**src/rtl/decode_pkg.sv**
```systemverilog
// Shared MIPS decode encodings and the decoded-fields struct used by the decoder and datapath.
package decode_pkg;

  localparam logic [5:0] OpRtype = 6'h00;
  localparam logic [5:0] OpBeq   = 6'h04;
  localparam logic [5:0] OpAddi  = 6'h08;
  localparam logic [5:0] OpSlti  = 6'h0A;
  localparam logic [5:0] OpAndi  = 6'h0C;
  localparam logic [5:0] OpOri   = 6'h0D;
  localparam logic [5:0] OpLw    = 6'h23;
  localparam logic [5:0] OpSw    = 6'h2B;

  localparam logic [5:0] FnAdd = 6'h20;
  localparam logic [5:0] FnSub = 6'h22;
  localparam logic [5:0] FnAnd = 6'h24;
  localparam logic [5:0] FnOr  = 6'h25;
  localparam logic [5:0] FnNor = 6'h27;
  localparam logic [5:0] FnSlt = 6'h2A;

  localparam logic [3:0] AluAnd = 4'b0000;
  localparam logic [3:0] AluOr  = 4'b0001;
  localparam logic [3:0] AluAdd = 4'b0010;
  localparam logic [3:0] AluSub = 4'b0110;
  localparam logic [3:0] AluSlt = 4'b0111;
  localparam logic [3:0] AluNor = 4'b1100;

  typedef struct packed {
    logic [4:0]  rs;
    logic [4:0]  rt;
    logic [4:0]  rd;
    logic [15:0] imm;
    logic        alu_src;
    logic [3:0]  alu_ctrl;
    logic        reg_write;
    logic        reg_dst;
    logic        illegal;
  } decoded_t;

endpackage

```
**src/rtl/instr_decode_logic.sv**
```systemverilog
// Combinational mapping of a MIPS instruction word onto decoded_t.
module instr_decode_logic
  import decode_pkg::*;
(
  input  logic [31:0] instr,
  output decoded_t    dec
);

  always_comb begin
    dec          = '0;
    dec.rs       = instr[25:21];
    dec.rt       = instr[20:16];
    dec.rd       = instr[15:11];
    dec.imm      = instr[15:0];
    dec.alu_ctrl = AluAdd;
    dec.illegal  = 1'b1;
    case (instr[31:26])
      OpRtype: begin
        dec.illegal   = 1'b0;
        dec.reg_dst   = 1'b1;
        dec.reg_write = 1'b1;
        case (instr[5:0])
          FnAdd:   dec.alu_ctrl = AluAdd;
          FnSub:   dec.alu_ctrl = AluSub;
          FnAnd:   dec.alu_ctrl = AluAnd;
          FnOr:    dec.alu_ctrl = AluOr;
          FnNor:   dec.alu_ctrl = AluNor;
          FnSlt:   dec.alu_ctrl = AluSlt;
          default: begin
            // Unknown funct falls back to the same safe controls as an unknown opcode.
            dec.illegal   = 1'b1;
            dec.reg_dst   = 1'b0;
            dec.reg_write = 1'b0;
          end
        endcase
      end
      OpAddi, OpAndi, OpOri, OpSlti, OpLw, OpSw: begin
        dec.illegal   = 1'b0;
        dec.alu_src   = 1'b1;
        dec.reg_write = (instr[31:26] != OpSw);
        case (instr[31:26])
          OpAndi:  dec.alu_ctrl = AluAnd;
          OpOri:   dec.alu_ctrl = AluOr;
          OpSlti:  dec.alu_ctrl = AluSlt;
          default: dec.alu_ctrl = AluAdd;
        endcase
      end
      OpBeq: begin
        dec.illegal  = 1'b0;
        dec.alu_ctrl = AluSub;
      end
      default: ;
    endcase
  end

endmodule

```
**src/rtl/instr_decode.sv**
```systemverilog
// Decode stage with a two-entry (output + skid) ready/valid buffer.
// Define INSTR_DECODE_ILLEGAL_COUNT_EN to build the saturating illegal_count counter.
module instr_decode
  import decode_pkg::*;
(
  input  logic        clk,
  input  logic        reset,
  input  logic        instr_valid,
  input  logic [31:0] instr,
  output logic        instr_ready,
  output logic        dec_valid,
  input  logic        out_ready,
  output logic [4:0]  rs_number,
  output logic [4:0]  rt_number,
  output logic [4:0]  rd_number,
  output logic [15:0] imm_16,
  output logic        ALUSrc,
  output logic [3:0]  ALUControl,
  output logic        RegWrite,
  output logic        RegDst,
  output logic        illegal,
  output logic [15:0] illegal_count
);

  decoded_t dec;
  decoded_t out_q, out_d, skid_q, skid_d;
  logic     out_valid_q, out_valid_d, skid_valid_q, skid_valid_d;
  logic     ready_q;
  logic     in_fire, out_fire;

  instr_decode_logic u_logic (
    .instr (instr),
    .dec   (dec)
  );

  assign in_fire  = instr_valid && ready_q;
  assign out_fire = out_valid_q && out_ready;

  always_comb begin
    out_d        = out_q;
    out_valid_d  = out_valid_q;
    skid_d       = skid_q;
    skid_valid_d = skid_valid_q;
    if (out_fire || !out_valid_q) begin
      // ready_q is low whenever the skid holds data, so in_fire cannot coincide here.
      if (skid_valid_q) begin
        out_d        = skid_q;
        out_valid_d  = 1'b1;
        skid_valid_d = 1'b0;
      end else begin
        out_valid_d = in_fire;
        if (in_fire) out_d = dec;
      end
    end else if (in_fire) begin
      skid_d       = dec;
      skid_valid_d = 1'b1;
    end
  end

  always_ff @(posedge clk or posedge reset) begin
    if (reset) begin
      out_q        <= '0;
      out_valid_q  <= 1'b0;
      skid_q       <= '0;
      skid_valid_q <= 1'b0;
      ready_q      <= 1'b0;
    end else begin
      out_q        <= out_d;
      out_valid_q  <= out_valid_d;
      skid_q       <= skid_d;
      skid_valid_q <= skid_valid_d;
      ready_q      <= !skid_valid_d;
    end
  end

`ifdef INSTR_DECODE_ILLEGAL_COUNT_EN
  logic [15:0] illegal_count_q;

  always_ff @(posedge clk or posedge reset) begin
    if (reset) begin
      illegal_count_q <= 16'h0000;
    end else if (in_fire && dec.illegal && (illegal_count_q != 16'hFFFF)) begin
      illegal_count_q <= illegal_count_q + 16'd1;
    end
  end

  assign illegal_count = illegal_count_q;
`else
  assign illegal_count = 16'h0000;
`endif

  assign instr_ready = ready_q;
  assign dec_valid   = out_valid_q;
  assign rs_number   = out_q.rs;
  assign rt_number   = out_q.rt;
  assign rd_number   = out_q.rd;
  assign imm_16      = out_q.imm;
  assign ALUSrc      = out_q.alu_src;
  assign ALUControl  = out_q.alu_ctrl;
  assign RegWrite    = out_q.reg_write;
  assign RegDst      = out_q.reg_dst;
  assign illegal     = out_q.illegal;

endmodule
```
**config.mk**
```make
export PLATFORM = sky130hd
export DESIGN_NAME = instr_decode
export DESIGN_NICKNAME = d
export VERILOG_FILES = /design/src/rtl/decode_pkg.sv /design/src/rtl/instr_decode_logic.sv /design/src/rtl/instr_decode.sv
export SDC_FILE = /design/constraint.sdc
export NUM_CORES = 1
export LEC_CHECK = 0
export CAP_MARGIN = 20
export CORE_AREA = 8 8 107 109
export DETAILED_ROUTE_END_ITERATION = 8
export DIE_AREA = 0 0 115 117
export REMOVE_ABC_BUFFERS = 1
export SYNTH_ARGS = -nofsm -noshare
export SYNTH_HDL_FRONTEND = slang
export SYNTH_SLANG_ARGS = --single-unit
```
**constraint.sdc**
```tcl
create_clock -name clk -period 2.9 [get_ports clk]
set_input_delay 0.58 -clock clk [delete_from_list [all_inputs] [get_ports clk]]
set_output_delay 0.58 -clock clk [all_outputs]
set_load 0.005 [all_outputs]
```
==> results_dict.tcl <==
set metrics [dict create \
    fin_skew_ns 0.0109 \
    p_comb_frac 0.263 \
    ys_seq_area_frac 0.534 \
    coreArea_sq_mm 0.00991 \
    stdcell_count 512 \
    cts_buffer_depth 2 \
    htree_levels 3 \
    ys_ff_latch 71 \
    layout-drive-gt1-share 0.128 \
    cts_buffers 9 \
    cts_tree "yes" \
    outcome "finished clean" \
    grt_max_degree 48 \
    worst_slew_pin_slew_ns 0.823 \
    path_class "primary input to register" \
    die_w_um 115 \
    fin_nets 407 \
    dieHeight_um 117 \
    setup_violations 0 \
    hold_buffers 0 \
    grt.total_usage 0.119 \
    power.share.clock 0.281 \
    min_from "skid_q[0]$_DFFE_PP0P_" \
    antenna_found_initial 0 \
    grt_pass1_vias 2413 \
    p_sw_frac 0.274 \
    r2r-start "skid_valid_q$_DFF_PP0_" \
    antenna_cells 0 \
    post_drt_via_cell_ratio 4.64 \
    synth.distinct_cells 40 \
    grt_pass1_wl_um 12400 \
    syn2layout_area_growth_pct 31.8 \
    core.rowCount 37 \
    ant_nets 0 \
    cts_resized 0 \
    synth_area_per_cell_sq_um 11.0 \
    postCtsSetupBuffers 0 \
    dieArea_sq_mm 0.0135 \
    first_pass_iters 4 \
    routed-via-count 2374 \
    max_freq_ghz 0.492 \
    clock_latency_ns 0.34 \
    fin_crit_ns 2.03 \
    wirelength_um 7490 \
    clockRootBuffer "clkbuf_8" \
    p_sw_uw 827 \
    pwr-share-seq 0.456 \
    startpoint_type "primary input" \
    initialDrtViolationCount 144 \
    crit_path_max_fanout 7 \
    hp-class "register to register" \
    end_kind "register" \
    drcViolationCount 0 \
    p_int_uw 2190 \
    clock_sinks 71 \
    crit_required_ns 3.09 \
    globalplace.congestion 0.782 \
    p_leak_uw 0.00181 \
    startpoint "instr[1]" \
    start_util 0.336 \
    dp.cells 496 \
    port_buffers 76 \
    cap_violations 0 \
    overflow 0 \
    power_density_mw_per_mm2 688 \
    critical_path_arrival_ns 2.22 \
    wl_per_cell_um 14.6 \
    synthCells 302 \
    rsz0062_at_grt "no" \
    io_pins 93 \
    finalSetupTns_ns 0 \
    synth_area_sq_mm 0.00333 \
    synthFlopType "dfrtp_1" \
    yosys_warnings 0 \
    hpwl_um 5220 \
    fin_crit_sh 0.700 \
    synth_edf_count 0 \
    final_max_slew_viol_count 0 \
    cts.clk_slew.worst_paths_ns 0.07 \
    synth-async-reset-ratio 1.00 \
    slew_headroom 0.449 \
    max-vdd-ir-drop_mv 0.260 \
    hold_viol_final 0 \
]
==> logic make-up (layout without fill, tap and decap cells) <==
kind of cell / Yosys count / count (layout) / share of synthesized area
multiplexers: 52 / 52 / 0.166
flip-flops: 71 / 71 / 0.534
buffers and inverters: 41 / 100 / 0.0722
other: 1 / 16 / 0.00113
AND/OR/NAND/NOR: 67 / 67 / 0.101
AO/OA/AOI/OAI: 70 / 70 / 0.126
==> cell type report <==
class | instances | area (sq um)
Clock buffer | 12 | 165
Clock inverter | 4 | 52.6
Fill cell | 976 | 5520
Inverter | 4 | 15.0
Multi-Input combinational cell | 205 | 1380
Sequential cell | 71 | 1780
Tap cell | 136 | 170
Timing Repair Buffer | 80 | 828
==> power groups by stage <==
stage	Sequential (uW)	Combinational (uW)	Clock, uW
4_1_cts	1380	815	880
3_3_place_gp	1390	799	0
2_1_floorplan	1390	324	0
6_report	1380	793	847
3_5_place_dp	1400	812	0
5_1_grt	1410	878	927
==> layout by cell type (no fill, tap or decap), types with 2 or more instances in the layout <==
cell type	count
a211oi_1	2
a21oi_1	7
a31oi_1	2
a32oi_1	2
and2_1	2
buf_12	3
clkbuf_8	12
clkdlybuf4s50_1	76
clkinvlp_4	3
conb_1	16
dfrtp_1	70
inv_1	3
mux2_1	8
mux2_2	18
mux2i_1	26
nand2_1	40
nand2_2	2
nand2b_1	3
nand3b_1	2
nor2_1	6
nor2b_1	2
nor3_1	2
o21a_1	4
o21ai_0	20
o21ai_1	19
o22ai_1	4
o31ai_1	3
or3_4	2
==> Yosys cell counts, types with 2 or more instances <==
cell type / instances / area share
a32oi_1: 2 / 0.0053
nand2b_1: 3 / 0.0056
nor3_1: 2 / 0.0030
buf_4: 21 / 0.047
or3_4: 2 / 0.0068
a21oi_1: 7 / 0.011
nand2_1: 41 / 0.046
mux2_1: 8 / 0.027
o22ai_1: 4 / 0.0075
clkbuf_1: 10 / 0.011
o31ai_1: 3 / 0.0068
a211oi_1: 2 / 0.0045
nor2b_1: 2 / 0.0038
o21ai_1: 19 / 0.029
mux2i_1: 26 / 0.078
o21ai_0: 20 / 0.030
o21a_1: 4 / 0.0090
buf_2: 6 / 0.0090
dfrtp_1: 71 / 0.53
a31oi_1: 2 / 0.0038
mux2_2: 18 / 0.061
nor2_1: 6 / 0.0068
and2_1: 2 / 0.0038
inv_1: 4 / 0.0045
nand3b_1: 2 / 0.0045
==> critical path: stages <==
cell and delay (ns):
clkdlybuf4s50_1 0.64, mux2_1 0.35, o22ai_1 0.19, nor3_1 0.07, nor3_1 0.28, o31ai_1 0.10
==> metrics by stage <==
stage / total power [uW] / instance area, sq um / worst slack, ns / util / hold slack (ns)
after floorplan: 1720 / 3160 / 0.180 / - / 0.447
after global placement: 2190 / 4170 / 0.507 / 0.421 / 0.461
after detailed placement: 2210 / 4170 / 0.493 / 0.421 / 0.469
after CTS: 3080 / 4390 / 0.858 / 0.443 / 0.486
after global routing: 3220 / 4390 / 0.716 / 0.443 / 0.506
final: 3020 / 4390 / 0.869 / 0.443 / 0.481
==> worst paths after layout <==
kind	end	slack, ns	cells past startpoint
setup / recovery	illegal$_DFFE_PP0P_	0.87	6
hold / removal	skid_q[0]$_DFFE_PP0P_	0.48	2
setup reg to reg	ALUControl[2]$_DFFE_PP0P_	0.88	5
hold reg to reg	skid_q[0]$_DFFE_PP0P_	0.48	2
max in group asynchronous	rt_number[1]$_DFFE_PP0P_	1.65	3
min in group asynchronous	skid_q[18]$_DFFE_PP0P_	0.60	2
==> metal layers <==
metal  part of all wire  GRT usage
met3              0.074     0.0457
met4              0.015     0.0447
met1               0.45      0.149
met5                  0          0
met2               0.46      0.182
==> state kept, by name, summed over array words and instances (netlist names), 4 cells and up <==
register and flops:
imm_16 11, rt_number 5, skid_q 34, rd_number 5, ALUControl 4, rs_number 5
(Power assumes the default switching activity.)
==> patch: new RTL, same settings <==
Add a define of `INSTR_DECODE_ILLEGAL_COUNT_EN`.
--- a/src/rtl/instr_decode.sv
+++ b/src/rtl/instr_decode.sv
@@ -1,4 +1,6 @@
 // Decode stage with a two-entry (output + skid) ready/valid buffer.
 // Define INSTR_DECODE_ILLEGAL_COUNT_EN to build the saturating illegal_count counter.
+`define INSTR_DECODE_ILLEGAL_COUNT_EN
+
 module instr_decode
   import decode_pkg::*;
Formal check against the unedited RTL: not equivalent (Yosys sat finds a counterexample within 4 cycles, from zero or initial values and one cycle with reset high).
==> patch against the unedited design <==
Clock skew grew 1.4 ps. Worst setup slack worse by 360 ps. Largest power group unchanged. Highest routed layer unchanged. Sequential cell count up 16. Final area is 23% higher. Wire length grew 27%. First-iteration DRC count fell by 41%. Total power grew 16%. Critical path type unchanged. Area after synthesis is 22% higher. Critical endpoint is now illegal_count[1]$_DFFE_PP0P_. Largest cell class unchanged.
==> patch: results (changes against the unedited design) <==
| Metric | Value |
|---|---|
| Outcome | finished clean (unchanged) |
| Slowest stage cell, crit path | or4b_1 (was clkdlybuf4s50_1) |
| First-pass GRT wire length | 16.0 mm (was 12.4 mm) |
| Worst hold slack | 483 ps (was 481 ps) |
| Top cells by area, synth | dfrtp_1 (53%), mux2_2 (7.7%), mux2i_1 (6.6%), o21ai_0 (5.2%), nand2_1 (4.5%) (was dfrtp_1 (53%), mux2i_1 (7.8%), mux2_2 (6.1%), buf_4 (4.7%), nand2_1 (4.6%)) |
| Met2 Use GR | 24.2% (was 18.2%) |
| R2R setup slack | 840 ps (was 880 ps) |
| Place WS | 142 ps (was 493 ps) |
| Met1 GRT Util | 19.3% (was 14.9%) |
| Max IR drop VDD | 0.275 mV (was 0.260 mV) |
| Final Power | 3490 uW (was 3020 uW) |
| DP Cell Count | 589 (was 496) |
| DR iter-0 viols | 85 (was 144) |
| Final worst-path cycle share | 82.4% (was 70.0%) |
| Post-synth top cells | dfrtp_1 (87), nand2_1 (49), o21ai_0 (42), mux2_2 (28), mux2i_1 (27) (was dfrtp_1 (71), nand2_1 (41), mux2i_1 (26), buf_4 (21), o21ai_0 (20)) |
| Drt total wl | 9.48 mm (was 7.49 mm) |
| Worst-skew pair later-pin latency | 360 ps (was 340 ps) |
| Netlist cell types | 53 (was 40) |
| Hold_sp | imm_16[10]$_DFFE_PP0P_ (was skid_q[0]$_DFFE_PP0P_) |
| Post-synthesis mux area share | 14.7% (was 16.6%) |
| Clock power share | 23.0% (was 28.1%) |
| Syn_area_per_cell | 11.0 um^2 (about the same) |
| Critical R2R Capture | illegal_count[1]$_DFFE_PP0P_ (was ALUControl[2]$_DFFE_PP0P_) |
| Pleak | 0.00223 uW (was 0.00181 uW) |
| Routability congestion estimate from global placement | 0.807 (was 0.782) |
| Worst Hold End | imm_16[10]$_DFFE_PP0P_ (was skid_q[0]$_DFFE_PP0P_) |
| DR vias/cell | 5.06 (was 4.64) |
| Tot GR Track Use | 15.1% (was 11.9%) |
| Combinational cell power | 998 uW (was 793 uW) |
| Non-filler cells, final | 605 (was 512) |
| FF-to-FF Start | illegal_count[3]$_DFFE_PP0P_ (was skid_valid_q$_DFF_PP0_) |
| Largest net degree at the start of global routing | 39 (was 48) |
| Yosys Warn Count | 0 (unchanged) |
| Data arrival, critical path | 2620 ps (was 2220 ps) |
| Port Buffers | 92 (was 76) |
| # nets final | 501 (was 407) |
| Switching share of power | 29.9% (was 27.4%) |
| Critical Path Source | instr[31] (was instr[1]) |
| Met3 Use GR | 4.10% (was 4.57%) |
| WL met1 | 4.37 mm (was 3.35 mm) |
| HPWL Detailed | 6.88 mm (was 5.22 mm) |
| Clk slew on worst S/H paths | 100 ps (was 70 ps) |
| Met2 Wirelength | 4.52 mm (was 3.47 mm) |
| Post-DP Area | 5200 um^2 (was 4170 um^2) |
| Post-synthesis xor/xnor area fraction | 3.01% (was 0%) |
| Max incr delay on CP | 560 ps (was 640 ps) |
==> patch: cell types whose count changed after synthesis, moves of 5 or more <==
| cell | change |
|---|---|
| mux2_2 | +10 |
| nand3_1 | +8 |
| nor3_1 | +5 |
| buf_4 | -16 |
| nand2_1 | +8 |
| xnor2_1 | +11 |
| o21ai_0 | +22 |
| nand3_2 | +5 |
| o21ai_1 | -17 |
| mux2_1 | -7 |
| dfrtp_1 | +16 |
==> patch: cell type report <==
| cell class | instances | area (um^2) |
|---|---|---|
| Clock buffer | 10 | 138 |
| Clock inverter | 6 | 51.3 |
| Fill cell | 934 | 4520 |
| Inverter | 6 | 23.8 |
| Multi-Input combinational cell | 253 | 1770 |
| Sequential cell | 87 | 2180 |
| Tap cell | 136 | 170 |
| Timing Repair Buffer | 107 | 1060 |
==> patch: worst max-delay path, delay by kind of cell <==
kind,cells,cell delay (ps)
AO/OA/AOI/OAI,3,650
AND/OR/NAND/NOR,1,560
multiplexers,1,340
buffers and inverters,1,500
